==> config.mk <==
export PLATFORM = sky130hd
export DESIGN_NAME = qaccum_flat
export DESIGN_NICKNAME = d
export VERILOG_FILES = /design/src/rtl/qaccum_if.sv /design/src/rtl/qaccum.sv /design/src/flat_wrapper.sv
export SDC_FILE = /design/constraint.sdc
export NUM_CORES = 1
export LEC_CHECK = 0
export ABC_CLOCK_PERIOD_IN_PS = 7500
export BUFFER_PORTS_ARGS = -buffer_cell sky130_fd_sc_hd__buf_2
export CORE_ASPECT_RATIO = 1.4
export CORE_MARGIN = 3
export CORE_UTILIZATION = 30
export DETAILED_ROUTE_END_ITERATION = 8
export PLACE_DENSITY = 0.44
export SLEW_MARGIN = 20
export SYNTH_ARGS = -nofsm -noshare
export SYNTH_HDL_FRONTEND = slang
export SYNTH_SLANG_ARGS = --single-unit
==> constraint.sdc <==
create_clock -name i_clk -period 7.5 [get_ports i_clk]
set_input_delay 0.75 -clock i_clk [delete_from_list [all_inputs] [get_ports i_clk]]
set_output_delay 0.75 -clock i_clk [all_outputs]
set_load 0.01 [all_outputs]
==> src/rtl/qaccum_if.sv <==
// Term/result bus of the sign-magnitude accumulator.
interface qaccum_if #(
    parameter int unsigned N = 16
);
    logic         i_start;
    logic [7:0]   i_len;
    logic         i_valid;
    logic [N-1:0] i_product;
    logic         i_prod_ovr;
    logic         o_ready;
    logic [N-1:0] o_sum;
    logic         o_done;
    logic         o_ovr;
    logic         o_busy;

    // Driver side: issues starts and terms, observes results.
    modport master (
        output i_start, i_len, i_valid, i_product, i_prod_ovr,
        input  o_ready, o_sum, o_done, o_ovr, o_busy
    );

    // Accumulator side.
    modport slave (
        input  i_start, i_len, i_valid, i_product, i_prod_ovr,
        output o_ready, o_sum, o_done, o_ovr, o_busy
    );
endinterface

==> src/rtl/qaccum.sv <==
// Accumulates a run of sign-magnitude terms into a wide two's-complement
// register and returns a saturated sign-magnitude sum with a sticky overflow.
module qaccum #(
    parameter int unsigned Q = 7,
    parameter int unsigned N = 16
) (
    input logic     i_clk,
    input logic     i_rst,
    qaccum_if.slave bus
);
    // Eight guard bits: 255 full-scale terms cannot wrap the accumulator.
    localparam int unsigned AW = N + 8;
    localparam logic [AW-1:0] MAX_MAG = {{9{1'b0}}, {(N - 1){1'b1}}};

    // The binary point does not affect addition; only its range is checked.
    if (Q >= N - 1) begin : g_bad_q
        $error("qaccum: Q must be smaller than N-1");
    end

    typedef enum logic [1:0] {
        S_IDLE  = 2'd0,
        S_ACCUM = 2'd1,
        S_DONE  = 2'd2
    } state_t;

    state_t                state_q, state_d;
    logic signed [AW-1:0]  acc_q, acc_d;
    logic [7:0]            cnt_q, cnt_d;
    logic [N-1:0]          sum_q, sum_d;
    logic                  ovr_q, ovr_d;
    logic                  done_q, done_d;

    logic signed [AW-1:0]  mag_c;
    logic signed [AW-1:0]  term_c;
    logic signed [AW-1:0]  acc_sum_c;
    logic [AW-1:0]         abs_c;
    logic                  sat_c;
    logic [N-2:0]          mag_out_c;
    logic [N-1:0]          sm_c;

    // Term to two's complement, running sum, and its saturated sign-magnitude form.
    always_comb begin
        mag_c     = AW'(bus.i_product[N-2:0]);
        term_c    = bus.i_product[N-1] ? -mag_c : mag_c;
        acc_sum_c = acc_q + term_c;
        abs_c     = acc_sum_c[AW-1] ? $unsigned(-acc_sum_c) : $unsigned(acc_sum_c);
        sat_c     = abs_c > MAX_MAG;
        mag_out_c = sat_c ? MAX_MAG[N-2:0] : abs_c[N-2:0];
        sm_c      = (abs_c == '0) ? '0 : {acc_sum_c[AW-1], mag_out_c};
    end

    // Next-state and datapath control.
    always_comb begin
        state_d = state_q;
        acc_d   = acc_q;
        cnt_d   = cnt_q;
        sum_d   = sum_q;
        ovr_d   = ovr_q;
        done_d  = 1'b0;

        case (state_q)
            S_IDLE, S_DONE: begin
                if (bus.i_start) begin
                    acc_d = '0;
                    ovr_d = 1'b0;
                    if (bus.i_len == 8'd0) begin
                        state_d = S_DONE;
                        cnt_d   = 8'd0;
                        sum_d   = '0;
                        done_d  = 1'b1;
                    end else begin
                        state_d = S_ACCUM;
                        cnt_d   = bus.i_len;
                    end
                end
            end
            S_ACCUM: begin
                if (bus.i_valid) begin
                    acc_d = acc_sum_c;
                    cnt_d = cnt_q - 8'd1;
                    ovr_d = ovr_q | bus.i_prod_ovr;
                    if (cnt_q == 8'd1) begin
                        state_d = S_DONE;
                        sum_d   = sm_c;
                        ovr_d   = ovr_q | bus.i_prod_ovr | sat_c;
                        done_d  = 1'b1;
                    end
                end
            end
            default: begin
                state_d = S_IDLE;
            end
        endcase
    end

    // State and datapath registers.
    always_ff @(posedge i_clk or posedge i_rst) begin
        if (i_rst) begin
            state_q <= S_IDLE;
            acc_q   <= '0;
            cnt_q   <= 8'd0;
            sum_q   <= '0;
            ovr_q   <= 1'b0;
            done_q  <= 1'b0;
        end else begin
            state_q <= state_d;
            acc_q   <= acc_d;
            cnt_q   <= cnt_d;
            sum_q   <= sum_d;
            ovr_q   <= ovr_d;
            done_q  <= done_d;
        end
    end

    assign bus.o_ready = (state_q == S_ACCUM);
    assign bus.o_busy  = (state_q == S_ACCUM);
    assign bus.o_sum   = sum_q;
    assign bus.o_ovr   = ovr_q;
    assign bus.o_done  = done_q;
endmodule
==> src/flat_wrapper.sv <==
// flat-port wrapper written by rule: the top's interface ports become plain ports
module qaccum_flat 
#(
    parameter int unsigned Q = 7,
    parameter int unsigned N = 16
)
  (i_clk, i_rst, bus_i_start, bus_i_len, bus_i_valid, bus_i_product, bus_i_prod_ovr, bus_o_ready, bus_o_sum, bus_o_done, bus_o_ovr, bus_o_busy);
  qaccum_if #(.N(N)) bus_i ();
  input logic i_clk;
  input logic i_rst;
  input wire logic [$bits(bus_i.i_start)-1:0] bus_i_start;
  input wire logic [$bits(bus_i.i_len)-1:0] bus_i_len;
  input wire logic [$bits(bus_i.i_valid)-1:0] bus_i_valid;
  input wire logic [$bits(bus_i.i_product)-1:0] bus_i_product;
  input wire logic [$bits(bus_i.i_prod_ovr)-1:0] bus_i_prod_ovr;
  output wire logic [$bits(bus_i.o_ready)-1:0] bus_o_ready;
  output wire logic [$bits(bus_i.o_sum)-1:0] bus_o_sum;
  output wire logic [$bits(bus_i.o_done)-1:0] bus_o_done;
  output wire logic [$bits(bus_i.o_ovr)-1:0] bus_o_ovr;
  output wire logic [$bits(bus_i.o_busy)-1:0] bus_o_busy;
  assign bus_i.i_start = bus_i_start;
  assign bus_i.i_len = bus_i_len;
  assign bus_i.i_valid = bus_i_valid;
  assign bus_i.i_product = bus_i_product;
  assign bus_i.i_prod_ovr = bus_i_prod_ovr;
  assign bus_o_ready = bus_i.o_ready;
  assign bus_o_sum = bus_i.o_sum;
  assign bus_o_done = bus_i.o_done;
  assign bus_o_ovr = bus_i.o_ovr;
  assign bus_o_busy = bus_i.o_busy;
  qaccum #(.Q(Q), .N(N)) u_core (.i_clk(i_clk), .i_rst(i_rst), .bus(bus_i));
endmodule
Word level (Yosys, flattened, before mapping)
Cells that the tools add are included. W data, S select, Z words.

Register bits: 52. Input bits: 29. Output and inout port bits: 20. Logic and storage cells: 58.

Add/subtract/negate cells: 4. Magnitude comparators: 1. Eq/ne operators: 7. Multiplexer cells: 30. Bitwise logic cells: 2. Reduce and logical (&&, ||, !) cells: 8.

Operator list (number): $mux W24 (4); $mux W16 (5); $pmux W24 S2 (1); $pmux W16 S2 (1); $add A24 B24 Y24 (1); $gt A24 B15 Y1 const B (1); $logic_not A24 Y1 (1); $mux W8 (3); $neg A15 Y24 (1); $neg A24 Y24 (1); $pmux W8 S2 (1); $mux W15 (1); $eq A8 B1 Y1 const B (1); $logic_not A8 Y1 (1); $mux W2 (4); $sub A8 B1 Y8 const B (1); $mux W1 (7); $reduce_and A3 Y1 (2); $reduce_and A5 Y1 (1); $ne A2 B1 Y1 const B (2); $ne A2 B2 Y1 const B (2); $pmux W1 S2 (2); $pmux W2 S2 (1); $eq A2 B1 Y1 const B (1); other kinds (5) (6).

Depth between registers and ports, before layout
Depth after elaboration: 11. Mapped depth: 22. Depth with buffers taken out: 19.

Worst setup path after synthesis
No wires, ideal clock.

Kind: input-to-reg. Start point: in bus_i_product[2]. End point: reg u_core.sum_q[15] (netlist: u_core.bus.o_sum[15]). Library setup time: 124 ps. Data arrival time: 5171 ps. Required time: 7376 ps. Path slack: 2205 ps. Stages on the path: 19. Path buffers: 3. Cells stage by stage: or3_1 -> or4_1 -> o41ai_1 -> xnor2_1 -> ha_1 -> buf_2 -> nand2_1 -> nor3_1 -> a211oi_4 -> o21a_1 -> o31a_1 -> xnor2_1 -> buf_2 -> buf_1 -> a31oi_1 -> xnor2_1 -> nor4_1 -> nand4_1 -> o31a_1.

Longest elaborated chain between the ends: 10.

Ends and longest elaborated chain: start, declared (line flat_wrapper.sv:14) `input wire logic [$bits(bus_i.i_product)-1:0] bus_i_product;`; $neg A15 Y24 (line qaccum.sv:44) `term_c = bus.i_product[N-1] ? -mag_c : mag_c;`; $mux W24 * (line qaccum.sv:44); $add A24 B24 Y24 * (line qaccum.sv:45) `acc_sum_c = acc_q + term_c;`; $neg A24 Y24 (line qaccum.sv:46) `abs_c = acc_sum_c[AW-1] ? $unsigned(-acc_sum_c) : $unsigned(acc_sum_c);`; $mux W24 (line qaccum.sv:46); $logic_not A24 Y1 (line qaccum.sv:49) `sm_c = (abs_c == '0) ? '0 : {acc_sum_c[AW-1], mag_out_c};`; $mux W16 * (line qaccum.sv:49); $mux W16 * (line qaccum.sv:82) `if (cnt_q == 8'd1) begin`; $mux W16 * (line qaccum.sv:78) `if (bus.i_valid) begin`; $pmux W16 S2 * (line qaccum.sv:61) `case (state_q)`; end signal, assigned (line qaccum.sv:109) `sum_q <= sum_d;`; end, declared (line qaccum.sv:29) `logic [N-1:0] sum_q, sum_d;`.

Mark *: on every way between the ends. The rest lies on a longest branch, timed or not. The select of a mux whose other input is x is not followed. A chain may end at the register's enable or synchronous reset.

Final worst setup path
Start point: in bus_i_product[2]. End point: reg u_core.sum_q[1] (netlist: u_core.bus.o_sum[1]).

Longest elaborated chain between the ends: 11. Elaborated cells on any way between the ends: 12. Those cells by class: add/sub (3); order compare (1); mux (7); reduce/logical (1).

Ends and longest elaborated chain: $neg A15 Y24 (line qaccum.sv:44); $mux W24 * (line qaccum.sv:44); $add A24 B24 Y24 * (line qaccum.sv:45); $neg A24 Y24 (line qaccum.sv:46); $mux W24 * (line qaccum.sv:46); $gt A24 B15 Y1 (line qaccum.sv:47) `sat_c = abs_c > MAX_MAG;`; $mux W15 (line qaccum.sv:48) `mag_out_c = sat_c ? MAX_MAG[N-2:0] : abs_c[N-2:0];`; $mux W16 * (line qaccum.sv:49); $mux W16 * (line qaccum.sv:82); $mux W16 * (line qaccum.sv:78); $pmux W16 S2 * (line qaccum.sv:61).

Marked as above.

==> out/metrics.yaml <==
yosys:
  avgSynthCellArea_um2: 8.34
  synth_seq_cells: 52
  yosys.area.top_type: "dfrtp_1"
  synth_cell_types: 78
  async_flop_share_pct: 100
  synth_area_um2: 4690
  syn_nets: 619
  synth_top_area_share_pct: 27.7
  synth_edf_count: 0
  yosysSeqAreaShare_pct: 27.7
  synthTopCellsByArea: "dfrtp_1 (28%), ha_1 (7.2%), xnor2_1 (6.5%)"
  synth_ff_type: "dfrtp_1"
  synth_warnings: 0
  synthCells: 562
sta:
  fin_ws_ps: 1650
  min_period_ps: 5850
  min_period_over_period_pct: 78.0
  tightest_slew_ps: 1080
  relSlewSlack_pct: 27.8
  skew_ps: 6.64
  holdWs_ps: 481
  hold_violations: 0
  setup_tns_ps: 0
  slew_violations: 0
  final-setup-viol-count: 0
  rsz0062_at_grt: "false"
  max_clock_freq_mhz: 171
global_route:
  grt.overflow.total: 0
  grt_pass1_vias: 4319
  antenna_found_initial: 0
  grt_pass1_wl_um: 23200
  grt.total_usage_pct: 16.8
  grt_start_max_net_pins: 53
clock_network:
  cts_tree: "yes"
  holdBufCountCts: 0
  post_cts_resized: 0
  clk_pin_slew_ps: 80
  post_cts_buffers: 0
  cts_max_level: 2
  ctsLongestPathBuffers: 2
  cts_root_buf: "clkbuf_16"
  clk_latency_ps: 300
  cts_buffers: 5
  cts_sinks: 52
drt:
  routed_via_density: 5.52
  drtIter0Drc: 191
  drt_pre_antenna_iters: 4
  ant_nets: 0
  routed_wl_um: 14600
  wire_per_inst_um: 18.7
  vias: 4311
  drc: 0
critical_path:
  start_kind: "input port"
  critPathKind: "in2reg"
  path_cells: "buf_2, or3_1, or4_1, o41ai_1, xnor2_1, ha_1, nand2_1, nor3_1, a211oi_4, o21a_1, o31a_1, xnor2_2, a31oi_1, o32a_1, a2111oi_4, a21boi_2, a221o_1"
  path_max_fanout: 25
  slowest_delay_ps: 860
  critPathTopFamily: "compound AO/OA/AOI/OAI gates"
  cp-end-kind: "register"
  crit_slowest_cell: "xnor2_2"
  crit_buf_inv: 1
  critPathArrivalTime_ps: 6030
  required_ps: 7680
place:
  placed_cells: 773
  post-place-ws_ps: 1320
  placed_cell_area_um2: 5070
  port_buffers: 48
  place_congestion: 0.863
  dp_hpwl_um: 11200
power_and_ir_drop:
  power_mw: 2.73
  p_leak_nw: 2.16
  powerDensity_nw_per_um2: 521
  ir_worst_vdd_v: 0.000175
layout:
  drive_above_1_share_pct: 13.9
  fillerInstances: 1577
  nets: 645
  final_area_um2: 5250
  area_growth_syn_to_layout_pct: 11.9
  fin_util_pct: 34.6
  antennaDiodeCount: 0
  fin_cells: 781
die:
  io_pins: 49
  fp.dieH_um: 154
  rows: 53
  die_w_um: 112
  initial_core_util_pct: 30.9
  coreArea_um2: 15200
  die_area_um2: 17200
flow_run:
  cap_violations: 0
worst_hold_path:
  hold_path_class: "reg2reg"
status:
  status: "finished, final reports clean"
-- worst register-to-register path: cells and delay by family (launching register included) --
kind            cells  cell delay (ps)
compound gates      6             2320
simple gates        5             1100
fa+ha+maj           2              570
flops               1              350
buf+inv             1               60
-- report_power, final --
| part | switching (mW) | total, mW | internal (mW) |
|---|---|---|---|
| registers | 0.0865 | 0.499 | 0.412 |
| logic | 1.22 | 1.95 | 0.727 |
| clock network | 0.116 | 0.283 | 0.168 |
-- cell usage in the layout, fill, tap and decap left out, types with 6 or more instances in the layout --
| master | n |
|---|---|
| a21o_1 | 9 |
| a21oi_1 | 39 |
| a221o_1 | 15 |
| a31oi_1 | 6 |
| and2_1 | 7 |
| and3_1 | 7 |
| buf_2 | 48 |
| dfrtp_1 | 52 |
| ha_1 | 27 |
| inv_1 | 14 |
| nand2_1 | 49 |
| nand3_1 | 30 |
| nand4_1 | 9 |
| nor2_1 | 40 |
| nor3_1 | 11 |
| nor4_1 | 8 |
| o211ai_1 | 8 |
| o21a_1 | 7 |
| o21ai_0 | 43 |
| o31a_1 | 10 |
| o31ai_1 | 7 |
| or3_1 | 6 |
| xnor2_1 | 34 |
| xor2_1 | 8 |
-- cell families (layout without fill, tap and decap cells) --
logic type,count (synthesis),after routing,share of synthesized area (%)
buffers and inverters,49,76,4.27
flip-flops,52,52,27.7
AND/OR/NAND/NOR,196,196,22.0
adder cells (fa/ha/maj),28,28,7.63
XOR/XNOR,47,47,9.42
multiplexers,1,1,0.213
AO/OA/AOI/OAI,189,189,28.7
-- sequential cells by signal (all words and copies together) (netlist names) --
signal,cells
u_core.acc_q,24
u_core.bus.o_done,1
u_core.bus.o_ovr,1
u_core.bus.o_sum,16
u_core.cnt_q,8
u_core.state_q,2
-- per-layer routing --
metal	vias to the layer above	share of wire (%)	GRT usage (%)
li1	2176	-	-
met4	0	2.4	5.39
met3	22	2.2	1.81
met1	2050	42	19.1
met2	63	54	32.1
met5	-	0	0
-- worst paths after layout --
| path | from | end | slack [ps] | cells after the start |
|---|---|---|---|---|
| min in group asynchronous | i_rst | u_core.bus.o_done$_DFF_PP0_ | 630 | 3 |
| worst max register to register | u_core.acc_q[0]$_DFFE_PP0P_ | u_core.bus.o_sum[1]$_DFFE_PP0P_ | 3060 | 14 |
| worst min register to register | u_core.state_q[1]$_DFFE_PP0P_ | u_core.state_q[1]$_DFFE_PP0P_ | 480 | 2 |
| worst min-delay path | u_core.state_q[1]$_DFFE_PP0P_ | u_core.state_q[1]$_DFFE_PP0P_ | 480 | 2 |
| max in group asynchronous | i_rst | u_core.acc_q[6]$_DFFE_PP0P_ | 6380 | 3 |
| worst max-delay path | bus_i_product[2] | u_core.bus.o_sum[1]$_DFFE_PP0P_ | 1650 | 17 |
-- cell type report --
class | instances | area, um^2 | share of cell area, %
clock buffers | 6 | 139 | 2.65
clock inverters | 2 | 38.8 | 0.739
inverters | 16 | 60.1 | 1.14
multi-input cells | 461 | 3200 | 60.9
flip-flops and latches | 52 | 1300 | 24.8
well taps | 192 | 240 | 4.58
repair buffers | 52 | 270 | 5.15
-- cells in the mapped netlist, types with 2 or more instances --
cell type / n
o21a_1: 7
o31a_1: 10
nor4_1: 8
xor2_1: 8
and4_1: 2
or4b_1: 2
nand4b_1: 4
or4_1: 5
nand3_1: 30
o211ai_1: 8
o32a_1: 2
nor2b_1: 2
a21o_1: 9
o41ai_1: 2
a211oi_1: 5
nor2_1: 40
nor3_1: 11
or3_1: 6
nand2b_1: 5
o31ai_1: 7
nand4_1: 9
xnor2_2: 3
clkbuf_1: 26
nand2_1: 49
inv_1: 15
a2111oi_0: 2
and2_1: 7
o21bai_1: 3
xnor2_1: 35
a31oi_1: 6
a221o_1: 15
ha_1: 27
a22oi_1: 2
dfrtp_1: 52
a41oi_1: 2
and3_1: 7
a21oi_1: 39
o22ai_1: 3
o21ai_0: 43
a211o_1: 3
buf_2: 3
a211oi_2: 2
Power figures use the tool's default switching activity.
